[src/rtl/jk_reg_writer_pkg.sv]
`default_nettype none
// ============================================================================
// Module   : jk_reg_writer_pkg
// Purpose  : Shared definitions for the JK register writer: operation codes,
//            FSM state encoding and the default register width.
// Ports    : none (package)
// Revision : 1.0 - initial release
// ============================================================================
package jk_reg_writer_pkg;

  // Operation codes as seen on the op input.
  typedef enum logic [1:0] {
    OP_LOAD   = 2'd0,
    OP_SET    = 2'd1,
    OP_CLEAR  = 2'd2,
    OP_TOGGLE = 2'd3
  } op_e;

  // Writer FSM state encoding.
  typedef enum logic [1:0] {
    ST_IDLE  = 2'd0,
    ST_APPLY = 2'd1,
    ST_CHECK = 2'd2,
    ST_DONE  = 2'd3
  } state_e;

  localparam int C_DEFAULT_WIDTH = 8;

endpackage
`default_nettype wire

[src/rtl/jk_excite.sv]
`default_nettype none
// ============================================================================
// Module   : jk_excite
// Purpose  : Combinational J/K excitation generator for an array of JK cells.
//            Produces all-zero excitations unless enabled.
// Ports    : op   - latched operation code
//            data - latched operand (load value or bit mask)
//            q    - current cell outputs
//            en   - apply enable; when low every cell holds
//            j, k - per-bit excitation vectors
// Revision : 1.0 - initial release
// ============================================================================
module jk_excite
  import jk_reg_writer_pkg::*;
#(
  parameter int WIDTH = C_DEFAULT_WIDTH
) (
  input  op_e              op,
  input  logic [WIDTH-1:0] data,
  input  logic [WIDTH-1:0] q,
  input  logic             en,
  output logic [WIDTH-1:0] j,
  output logic [WIDTH-1:0] k
);

  always_comb begin
    j = '0;
    k = '0;
    if (en) begin
      case (op)
        // LOAD only excites bits that differ from the target, so loading
        // the current value produces no excitation at all.
        OP_LOAD: begin
          j = data & ~q;
          k = ~data & q;
        end
        OP_SET:   j = data;
        OP_CLEAR: k = data;
        OP_TOGGLE: begin
          j = data;
          k = data;
        end
        default: begin
          j = '0;
          k = '0;
        end
      endcase
    end
  end

endmodule
`default_nettype wire

[src/rtl/jk_reg_writer.sv]
`default_nettype none
// ============================================================================
// Module   : jk_reg_writer
// Purpose  : Writes an array of JK storage cells through a fixed-latency
//            IDLE -> APPLY -> CHECK -> DONE sequence, then verifies the
//            result against a value predicted at request time.
// Ports    : clk    - system clock, rising edge
//            _reset - asynchronous active-low reset
//            req    - write request, sampled in IDLE only
//            op     - LOAD / SET / CLEAR / TOGGLE
//            data   - load value or bit mask
//            busy   - high whenever not IDLE
//            ack    - one-cycle completion pulse (DONE state)
//            err    - verify mismatch of the last completed operation
//            q, _q  - true / complement cell outputs
// Revision : 1.0 - initial release
// ============================================================================
module jk_reg_writer
  import jk_reg_writer_pkg::*;
#(
  parameter int WIDTH = C_DEFAULT_WIDTH
) (
  input  logic             clk,
  input  logic             _reset,
  input  logic             req,
  input  logic [1:0]       op,
  input  logic [WIDTH-1:0] data,
  output logic             busy,
  output logic             ack,
  output logic             err,
  output logic [WIDTH-1:0] q,
  output logic [WIDTH-1:0] _q
);

  state_e           r_state;
  state_e           w_state_nxt;
  op_e              r_op;
  logic [WIDTH-1:0] r_data;
  logic [WIDTH-1:0] r_exp;
  logic [WIDTH-1:0] r_q;
  logic             r_err;
  logic             w_apply;
  logic             w_accept;
  logic [WIDTH-1:0] w_j;
  logic [WIDTH-1:0] w_k;
  logic [WIDTH-1:0] w_q_nxt;

  // Value the cells should hold once the operation has been applied.
  function automatic logic [WIDTH-1:0] f_expected(
    input op_e              f_op,
    input logic [WIDTH-1:0] f_data,
    input logic [WIDTH-1:0] f_q
  );
    case (f_op)
      OP_LOAD:   f_expected = f_data;
      OP_SET:    f_expected = f_q | f_data;
      OP_CLEAR:  f_expected = f_q & ~f_data;
      default:   f_expected = f_q ^ f_data;
    endcase
  endfunction

  // --------------------------------------------------------------------------
  // FSM
  // --------------------------------------------------------------------------
  always_ff @(posedge clk or negedge _reset) begin
    if (!_reset) begin
      r_state <= ST_IDLE;
    end else begin
      r_state <= w_state_nxt;
    end
  end

  always_comb begin
    w_state_nxt = r_state;
    busy        = 1'b1;
    ack         = 1'b0;
    w_apply     = 1'b0;
    w_accept    = 1'b0;
    case (r_state)
      ST_IDLE: begin
        busy = 1'b0;
        if (req) begin
          w_accept    = 1'b1;
          w_state_nxt = ST_APPLY;
        end
      end
      ST_APPLY: begin
        w_apply     = 1'b1;
        w_state_nxt = ST_CHECK;
      end
      ST_CHECK: w_state_nxt = ST_DONE;
      ST_DONE: begin
        ack         = 1'b1;
        w_state_nxt = ST_IDLE;
      end
      default: w_state_nxt = ST_IDLE;
    endcase
  end

  // --------------------------------------------------------------------------
  // Request latch; expected value is predicted from q at the accept edge.
  // --------------------------------------------------------------------------
  always_ff @(posedge clk or negedge _reset) begin
    if (!_reset) begin
      r_op   <= OP_LOAD;
      r_data <= '0;
      r_exp  <= '0;
    end else if (w_accept) begin
      r_op   <= op_e'(op);
      r_data <= data;
      r_exp  <= f_expected(op_e'(op), data, r_q);
    end
  end

  // --------------------------------------------------------------------------
  // JK cell array. Excitations are zero outside APPLY, so the cells only
  // change on the APPLY -> CHECK edge.
  // --------------------------------------------------------------------------
  jk_excite #(
    .WIDTH (WIDTH)
  ) u_excite (
    .op   (r_op),
    .data (r_data),
    .q    (r_q),
    .en   (w_apply),
    .j    (w_j),
    .k    (w_k)
  );

  // JK characteristic: Q+ = J&~Q | ~K&Q (J&K toggles, J sets, K clears).
  assign w_q_nxt = (w_j & ~r_q) | (~w_k & r_q);

  always_ff @(posedge clk or negedge _reset) begin
    if (!_reset) begin
      r_q <= '0;
    end else begin
      r_q <= w_q_nxt;
    end
  end

  // --------------------------------------------------------------------------
  // Verify flag: loaded in CHECK, held until the next CHECK.
  // --------------------------------------------------------------------------
  always_ff @(posedge clk or negedge _reset) begin
    if (!_reset) begin
      r_err <= 1'b0;
    end else if (r_state == ST_CHECK) begin
      r_err <= (r_q != r_exp);
    end
  end

  assign err = r_err;
  assign q   = r_q;
  assign _q  = ~r_q;

endmodule
`default_nettype wire

[config.mk]
export PLATFORM = sky130hd
export DESIGN_NAME = jk_reg_writer
export DESIGN_NICKNAME = d
export VERILOG_FILES = /design/src/rtl/jk_reg_writer_pkg.sv /design/src/rtl/jk_excite.sv /design/src/rtl/jk_reg_writer.sv
export SDC_FILE = /design/constraint.sdc
export NUM_CORES = 1
export LEC_CHECK = 0
export CAP_MARGIN = 20
export CORE_AREA = 5 5 94 96
export DETAILED_ROUTE_END_ITERATION = 16
export DIE_AREA = 0 0 99 101
export PLACE_DENSITY_LB_ADDON = 0.25
export SYNTH_ARGS = -nofsm -noshare
export SYNTH_HDL_FRONTEND = slang
export SYNTH_SLANG_ARGS = --single-unit
[constraint.sdc]
create_clock -name clk -period 3.8 [get_ports clk]
set_input_delay 0.38 -clock clk [delete_from_list [all_inputs] [get_ports clk]]
set_output_delay 0.38 -clock clk [all_outputs]
set_load 0.01 [all_outputs]
==> impl_metrics.ini <==
[outcome]
status = finished, final reports clean

[timing]
rsz0062_at_grt = no
slew_headroom_pct = 39.0
timing.fmax_ghz = 0.510
finalCriticalPeriod_ps = 1960
maxSlewViolCount = 0
fin_tns_setup_ps = 0
final_hold_viol_count = 0
worst_slew_pin_slew_ps = 913
finClkSkew_ps = 7.18
fin_crit_sh_pct = 51.6
holdWs_ps = 496
setup_viol = 0

[clock_tree]
htreeDepth = 2
cts_root_buffer = clkbuf_8
cts_tree = done
worstSkewPairLatency_ps = 280
cts_hold_buf = 0
postCtsSetupBuffers = 0
clk_pin_slew_ps = 70
cts_sinks = 29
cts_buffers = 5
clk_path_buf_depth = 2
ctsResizeCount = 0

[yosys]
synth.avg_cell_area_um2 = 10.3
syn-cell-area_um2 = 1920
synth_cells = 186
synth_nets = 220
ys_types = 21
synth.yosys.seq_area_share_pct = 37.7
ys_ff_latch = 29
ys_warn_count = 0

[final_layout]
drive_gt1_share_pct = 12.5
instances_no_fill = 321
ff_latch_area_um2 = 726
multi_input_area_um2 = 1040
antenna_cells = 0
nets = 249
layout_common_cells = clkdlybuf4s50_1, dfrtp_1, inv_1, nand2_1, ha_1
fillCellCount = 815
final_common_cell = clkdlybuf4s50_1
syn_to_final_growth_pct = 24.6

[placed_design]
dp_hpwl_um = 3070
portBuffers = 31
dp.cells = 313
gp_congestion = 0.715

[global_route]
antenna_found_initial = 0
grt_pass1_wl_um = 7270
grt-ovfl-total = 0
grt_pass1_vias = 1399
grt_max_degree = 30
gr-usage-all-layers_pct = 9.26

[die]
core_um2 = 7970
fp.dieArea_um2 = 10000
ios = 32
die_height_um = 101
die_w_um = 99
row_count = 33
start_util_pct = 24.1

[worst_setup_path]
critPathLaunchType = register
worstSetupPathType = register to output pin
critPathLaunch = r_state[0]
rr_startpoint = r_state[0]
crit_required_ps = 3420
arrival_ps = 1580
endpoint_kind = output pin
path_max_fanout = 4
r2r_slack_ps = 1860

[route]
vias = 1409
wl_per_cell_um = 13.8
drtIter0Drc = 34
wirelength_um = 4420
route.detailed.drc = 0
vias_per_cell = 4.39
dr.pass1.iters = 4
ant_nets = 0

[hold_path]
hold_path.class = primary input to asynchronous set/reset pin

[job]
maxCapViolCount = 0

[pwr]
design_power_total_uw = 1630
leakage_uw = 0.00115
pwr_density_cell_nw_per_um2 = 680
ir_worst_vdd_mv = 0.223
-- final timing paths --
kind,endpoint,depth (start not counted)
max reg2reg,r_exp[4],4
max,busy,4
min reg2reg,r_exp[2],1
min in group clk,r_exp[2],1
min,r_op[0],2
max in group asynchronous,r_exp[6],2
-- cells in the mapped netlist, drive strengths merged --
library cell  instances  area (um2)
nor3                  1        5.00
nor2b                 1        6.26
nand2                25        93.8
o211a                 8        80.1
o21ai                 8        40.0
nor3b                 8        60.1
dfrtp                29         726
mux2                 11         124
xor2                  8        70.1
ha                   21         263
a21oi                 9        45.0
inv                  27         101
nor2                  1        3.75
mux4                  8         180
nor4                  2        12.5
clkbuf                3        11.3
a31oi                 1        6.26
buf                   7        46.3
nand4                 8        50.1
-- layout make-up --
cell class,count,share of cell area (%)
well taps,105,5.48
flip-flops and latches,29,30.3
clock buffers,6,3.03
inverters,27,4.23
multi-input cells,120,43.3
repair buffers,32,13.2
clock inverters,2,0.417
-- per-layer routing --
metal,global-route usage (%),part of all wire [%]
met1,12.4,48
met2,14.5,47
met3,2.84,3.8
met4,2.52,0.95
met5,0,0
-- critical path, cell delays in order, from the launching register on --
cell and delay (ps):
dfrtp_1 390, inv_1 100, ha_1 230, inv_1 60
clkdlybuf4s50_1 520
-- sequential cells by signal (all words and copies together), names as in the netlist --
| signal | cells |
|---|---|
| err | 1 |
| r_op | 2 |
| r_exp | 8 |
| r_state | 2 |
| r_data | 8 |
| q | 8 |
-- where the power goes --
group | switching [uW] | leakage, uW | internal (uW) | total (uW)
sequential | 190 | 0.000358 | 447 | 637
combinational | 342 | 0.000752 | 402 | 744
clock | 124 | 0.0000450 | 127 | 251
total | 656 | 0.00115 | 976 | 1630
-- cells by family (layout without fill, tap and decap cells) --
logic type | after synthesis | after routing | synth area share [%]
AO/OA/AOI/OAI | 26 | 26 | 8.91
AND/OR/NAND/NOR | 46 | 46 | 12.0
buffers and inverters | 37 | 67 | 8.26
multiplexers | 19 | 19 | 15.8
adder cells (fa/ha/maj) | 21 | 21 | 13.7
flip-flops | 29 | 29 | 37.7
XOR/XNOR | 8 | 8 | 3.64
-- stage by stage --
stage / utilization (%) / setup slack (ps) / area [um2]
2_1_floorplan: - / 2130 / 1920
3_3_place_gp: 29.1 / 1600 / 2320
3_5_place_dp: 29.1 / 1600 / 2320
4_1_cts: 30.1 / 1810 / 2400
5_1_grt: 30.1 / 1700 / 2400
6_report: 30.1 / 1840 / 2400
(Power assumes the default switching activity.)
